===== config.mk =====
export PLATFORM = sky130hd
export DESIGN_NAME = dsp_mult_sched
export DESIGN_NICKNAME = d
export VERILOG_FILES = /design/src/rtl/dsp_mult_sched.sv
export SDC_FILE = /design/constraint.sdc
export NUM_CORES = 1
export LEC_CHECK = 0
export CORE_AREA = 10 10 108 110
export DETAILED_ROUTE_END_ITERATION = 16
export DIE_AREA = 0 0 118 120
export GPL_TIMING_DRIVEN = 0
export PLACE_DENSITY = 0.75
export SYNTH_ARGS = -nofsm -noshare
export SYNTH_HDL_FRONTEND = slang
export SYNTH_SLANG_ARGS = --single-unit

===== constraint.sdc =====
create_clock -name clock_i -period 3.9 [get_ports clock_i]
set_clock_uncertainty 0.2 [all_clocks]
set_input_delay 0.78 -clock clock_i [delete_from_list [all_inputs] [get_ports clock_i]]
set_output_delay 0.78 -clock clock_i [all_outputs]
set_load 0.005 [all_outputs]

===== src/rtl/dsp_mult_sched.sv =====
// dsp_mult_sched: round-robin sharing of one DSP multiplier between two 8x8 unsigned
// requesters. Issued ops are tagged through the DSP latency. Results land in per-channel
// FIFOs, and issue is credit-gated so a full FIFO can never be overrun.
// Optional feature: define DSP_MULT_SCHED_STATS_EN to add saturating per-channel
// accept counters (stat0_grants_o / stat1_grants_o).
module dsp_mult_sched #(
  parameter int unsigned DSP_LAT   = 1,
  parameter int unsigned RSP_DEPTH = 2
) (
  input  logic        clock_i,
  input  logic        reset_i,
  input  logic        req0_valid_i,
  output logic        req0_ready_o,
  input  logic [7:0]  req0_a_i,
  input  logic [7:0]  req0_b_i,
  input  logic        req1_valid_i,
  output logic        req1_ready_o,
  input  logic [7:0]  req1_a_i,
  input  logic [7:0]  req1_b_i,
  output logic        rsp0_valid_o,
  input  logic        rsp0_ready_i,
  output logic [15:0] rsp0_z_o,
  output logic        rsp1_valid_o,
  input  logic        rsp1_ready_i,
  output logic [15:0] rsp1_z_o,
  output logic [9:0]  dsp_a_o,
  output logic [8:0]  dsp_b_o,
  input  logic [31:0] dsp_z_i
`ifdef DSP_MULT_SCHED_STATS_EN
  ,
  output logic [15:0] stat0_grants_o,
  output logic [15:0] stat1_grants_o
`endif
);

  localparam int unsigned PW = (RSP_DEPTH > 1) ? $clog2(RSP_DEPTH) : 1;

  logic [1:0]         req_valid;
  logic [1:0]         rsp_ready;
  logic [1:0]         elig;
  logic [1:0]         grant;
  logic [1:0]         wr;
  logic [1:0]         pop;
  logic [1:0]         rsp_valid;
  logic [7:0]         req_a [2];
  logic [7:0]         req_b [2];
  logic [3:0]         cred [2];
  logic [3:0]         cnt [2];
  logic [PW-1:0]      wr_ptr [2];
  logic [PW-1:0]      rd_ptr [2];
  logic [15:0]        mem [2][RSP_DEPTH];
  logic [15:0]        rsp_z [2];
  logic               last;
  logic [DSP_LAT-1:0] tag_v;
  logic [DSP_LAT-1:0] tag_c;
  logic               unused_z_hi;

  assign req_valid = {req1_valid_i, req0_valid_i};
  assign rsp_ready = {rsp1_ready_i, rsp0_ready_i};
  assign req_a[0]  = req0_a_i;
  assign req_a[1]  = req1_a_i;
  assign req_b[0]  = req0_b_i;
  assign req_b[1]  = req1_b_i;

  // Upper product bits are never needed for 8x8 operands.
  assign unused_z_hi = ^dsp_z_i[31:16];

  function automatic logic [PW-1:0] bump(input logic [PW-1:0] p);
    if (p == PW'(RSP_DEPTH - 1)) return '0;
    return p + 1'b1;
  endfunction

  // Eligibility and round-robin grant; forced low while reset is held.
  always_comb begin
    elig  = '0;
    grant = '0;
    for (int i = 0; i < 2; i++) begin
      elig[i] = req_valid[i] && (cred[i] != 4'd0);
    end
    if (!reset_i) begin
      grant[0] = elig[0] && (!elig[1] || last);
      grant[1] = elig[1] && (!elig[0] || !last);
    end
  end

  assign req0_ready_o = grant[0];
  assign req1_ready_o = grant[1];

  // Operand mux toward the DSP; zero when nothing is issued.
  always_comb begin
    dsp_a_o = '0;
    dsp_b_o = '0;
    if (grant[0]) begin
      dsp_a_o = {2'b00, req_a[0]};
      dsp_b_o = {1'b0, req_b[0]};
    end else if (grant[1]) begin
      dsp_a_o = {2'b00, req_a[1]};
      dsp_b_o = {1'b0, req_b[1]};
    end
  end

  // Tag pipeline matching the DSP latency; its last stage steers the result write.
  always_ff @(posedge clock_i or posedge reset_i) begin
    if (reset_i) begin
      tag_v <= '0;
      tag_c <= '0;
    end else begin
      tag_v[0] <= |grant;
      tag_c[0] <= grant[1];
      for (int k = 1; k < DSP_LAT; k++) begin
        tag_v[k] <= tag_v[k-1];
        tag_c[k] <= tag_c[k-1];
      end
    end
  end

  // FIFO write/pop strobes and head presentation (no same-cycle bypass).
  always_comb begin
    wr[0] = tag_v[DSP_LAT-1] && !tag_c[DSP_LAT-1];
    wr[1] = tag_v[DSP_LAT-1] && tag_c[DSP_LAT-1];
    for (int i = 0; i < 2; i++) begin
      rsp_valid[i] = (cnt[i] != 4'd0);
      pop[i]       = rsp_valid[i] && rsp_ready[i];
      rsp_z[i]     = rsp_valid[i] ? mem[i][rd_ptr[i]] : 16'h0000;
    end
  end

  assign rsp0_valid_o = rsp_valid[0];
  assign rsp1_valid_o = rsp_valid[1];
  assign rsp0_z_o     = rsp_z[0];
  assign rsp1_z_o     = rsp_z[1];

  // FIFO pointers, occupancy and issue credits; credit returns on pop, one cycle late.
  always_ff @(posedge clock_i or posedge reset_i) begin
    if (reset_i) begin
      for (int i = 0; i < 2; i++) begin
        wr_ptr[i] <= '0;
        rd_ptr[i] <= '0;
        cnt[i]    <= 4'd0;
        cred[i]   <= 4'(RSP_DEPTH);
      end
    end else begin
      for (int i = 0; i < 2; i++) begin
        if (wr[i]) wr_ptr[i] <= bump(wr_ptr[i]);
        if (pop[i]) rd_ptr[i] <= bump(rd_ptr[i]);
        cnt[i]  <= cnt[i] + {3'b000, wr[i]} - {3'b000, pop[i]};
        cred[i] <= cred[i] - {3'b000, grant[i]} + {3'b000, pop[i]};
      end
    end
  end

  // FIFO storage; contents are don't-care until the occupancy count covers them.
  always_ff @(posedge clock_i) begin
    for (int i = 0; i < 2; i++) begin
      if (wr[i]) mem[i][wr_ptr[i]] <= dsp_z_i[15:0];
    end
  end

  // Round-robin pointer; reset to 1 so channel 0 wins the first tie.
  always_ff @(posedge clock_i or posedge reset_i) begin
    if (reset_i) begin
      last <= 1'b1;
    end else if (|grant) begin
      last <= grant[1];
    end
  end

`ifdef DSP_MULT_SCHED_STATS_EN
  logic [15:0] stat [2];

  // Saturating accept counters per channel.
  always_ff @(posedge clock_i or posedge reset_i) begin
    if (reset_i) begin
      stat[0] <= 16'h0000;
      stat[1] <= 16'h0000;
    end else begin
      for (int i = 0; i < 2; i++) begin
        if (grant[i] && (stat[i] != 16'hFFFF)) stat[i] <= stat[i] + 16'h0001;
      end
    end
  end

  assign stat0_grants_o = stat[0];
  assign stat1_grants_o = stat[1];
`endif

endmodule


==> flow_summary.json <==
{
  "dieArea_sq_um": 14200,
  "synth_fa_ha_area_frac": 0.0795,
  "drtAntennaViolNets": 0,
  "yosys.area_share.simple": 0.0665,
  "hold_path_class": "flop to flop",
  "ys_types": 35,
  "grt_first_pass_wirelength_microns": 14900,
  "synthXorXnorAreaFrac": 0.0253,
  "power.density_nw_per_um2": 606,
  "synth-compound-area-share": 0.0765,
  "slew_headroom": 0.363,
  "muxShareOfSynthArea": 0.0771,
  "power_frac_clock": 0.165,
  "drt-initial-drc-count": 117,
  "mostFrequentLayoutCells": "105 x clkdlybuf4s50_1, 64 x edfxtp_1, 51 x inv_1, 34 x nor2_1, 32 x mux2i_1",
  "cts_setup_buffers": 0,
  "cp_max_fo": 10,
  "port_buffers": 105,
  "worstSetupEndpointType": "output port",
  "io_pins": 125,
  "numClockSinks": 87,
  "routed-via-count": 2692,
  "peakVddDrop_v": 0.000249,
  "maxCapViolCount": 0,
  "multi_input_area_sq_um": 1380,
  "combinationalPowerShare": 0.451,
  "clkTransAtPathRegs_ps": 80,
  "fmax_mhz": 263,
  "syn_area_sq_um": 4160,
  "grt_max_degree": 33,
  "ys.warnings.count": 0,
  "rows": 36,
  "cts-root-buf": "clkbuf_8",
  "critical_path.max_stage_delay_ps": 500,
  "fin_crit_sh": 0.973,
  "worstPathArrival_ps": 2820,
  "syn_avg_cell_area_sq_um": 13.1,
  "fin_crit_ps": 3800,
  "seq_area_sq_um": 2500,
  "finalPower_mw": 3.39,
  "power_switching_mw": 1.13,
  "p_seq_frac": 0.384,
  "switching_share": 0.332,
  "drtPass1Iterations": 5,
  "fillers": 794,
  "drive_above_1_share": 0.104,
  "antenna_found_initial": 1,
  "syn2layout_area_growth_pct": 34.7,
  "hold_viol": 0,
  "diodes": 0,
  "critPathBufInv": 4,
  "path_cells": "clkdlybuf4s50_1, inv_1, o311ai_4, buf_2, o32ai_2, clkdlybuf4s50_1",
  "yosysSeqAreaShare": 0.602,
  "grt_overflow_total": 0,
  "start_util": 0.435,
  "drc": 0,
  "place_hpwl_microns": 6780,
  "layout_commonest_cell": "clkdlybuf4s50_1",
  "path_class": "primary input to output port",
  "cts_tree": "built",
  "avgRoutedWirePerCell_microns": 15.8,
  "grt_usage": 0.129,
  "fin_nets": 531,
  "gp_congestion": 0.718,
  "die_w_microns": 118,
  "path_common_cell": "clkdlybuf4s50_1",
  "cts_max_level": 3,
  "synth_top_family_by_area": "adder cells",
  "cts-buffers-inserted": 9,
  "ys_seq_elements": 87,
  "clockBufferDepth": 2,
  "crit_path_start_kind": "primary input",
  "clk_latency_ps": 340,
  "drv_slew": 0,
  "worst_pin_slew_ps": 955,
  "slowest_stage": "clkdlybuf4s50_1",
  "crit_required_ps": 2920,
  "p_leak_nw": 2.32,
  "synth_cells": 318,
  "p_int_mw": 2.26,
  "critical_path.top_delay_family": "buffers and inverters",
  "die_h_microns": 120,
  "status": "completed",
  "finalNonFillerCells": 575,
  "place_inst": 559,
  "wirelength_microns": 9080,
  "setup_viol": 0,
  "vias_per_cell": 4.68,
  "design.core.area_sq_um": 9550,
  "grt_pass1_vias": 2987,
  "grt_setup_unrepaired": "false",
  "cts_hold_buf": 0
}
-- synth_stat cells --
cell,count,share of area
and2_1,3,0.0045
clkbuf_1,7,0.0063
o32ai_2,8,0.031
conb_1,1,0.00090
a41oi_1,1,0.0021
o32ai_1,7,0.015
dfrtp_1,20,0.12
fa_1,4,0.019
mux2i_1,32,0.077
edfxtp_1,64,0.46
a311o_1,1,0.0024
nor2_2,1,0.0015
buf_6,1,0.0027
clkinv_1,1,0.00090
inv_1,51,0.046
nand2_1,17,0.015
a21oi_1,4,0.0048
xor2_1,7,0.015
or3b_4,1,0.0027
dfstp_2,3,0.019
and3_1,3,0.0045
or3b_2,1,0.0021
buf_12,1,0.0048
buf_2,5,0.0060
nor3b_1,1,0.0018
nand2b_1,1,0.0015
ha_1,20,0.060
o32ai_4,1,0.0066
a31oi_1,1,0.0015
a21o_1,4,0.0072
a22oi_1,1,0.0018
xnor2_1,5,0.011
nor2_1,36,0.033
o311ai_2,1,0.0039
buf_4,3,0.0054
-- cell families after synthesis --
logic type | count (synthesis)
xor+xnor | 12
mux | 32
compound gates | 29
fa+ha+maj | 24
buf+inv | 69
flops | 87
other cells | 1
simple gates | 64
-- power by group through the flow --
stage          combinational, mW  clock [mW]  sequential (mW)
2_1_floorplan              0.909           0             1.30
3_3_place_gp                1.50           0             1.31
3_5_place_dp                1.55           0             1.32
4_1_cts                     1.56       0.577             1.30
5_1_grt                     1.72       0.615             1.33
6_report                    1.53       0.560             1.30
-- sequential cells by signal, indices dropped and copies added, names as in the netlist --
name	flops
mem	64
tag_v	1
last	1
wr_ptr	2
cred	8
cnt	8
tag_c	1
rd_ptr	2
-- path summary, 6_finish.rpt --
check | cells after the start | startpoint | slack, ps | endpoint
min | 1 | wr_ptr[1] | 320 | wr_ptr[1]
max reg2reg | 13 | cred[6] | 720 | cred[2]
max in group asynchronous | 3 | reset_i | 2310 | cred[1]
max | 6 | req1_valid_i | 100 | dsp_b_o[4]
min reg2reg | 1 | wr_ptr[1] | 320 | wr_ptr[1]
min in group asynchronous | 3 | reset_i | 860 | cred[7]
-- through the flow --
stage	setup WS [ps]	util	TNS [ps]	hold WS, ps	instance area [sq um]
CTS	88.9	0.586	0	318	5600
global placement	-711	0.563	-5610	275	5380
global route	3.62	0.586	0	347	5600
floorplan	765	-	0	260	4160
finish	104	0.586	0	315	5600
detailed placement	-58.1	0.566	-179	305	5400
-- per-layer routing --
layer | GRT usage | up-vias | wire length, microns
li1 | - | 1327 | -
met3 | 0.0652 | 2 | 929
met1 | 0.145 | 1260 | 3770
met4 | 0.0355 | 0 | 36
met2 | 0.213 | 103 | 4340
met5 | 0 | - | 0
-- area by class of cell --
type                            instances  share of cell area
Sequential cell                        87               0.447
Buffer                                 17              0.0197
Tap cell                              133              0.0297
Clock inverter                          7              0.0101
Timing Repair Buffer                  106               0.191
Inverter                               52              0.0349
Clock buffer                            9              0.0221
Multi-Input combinational cell        164               0.246
-- timing repair --
action                                 CTS  global route
resized for setup                        3             0
setup endpoints to repair               10             0
endpoints found under the hold margin    0             0
No activity file was read; power rests on OpenSTA's default activity.
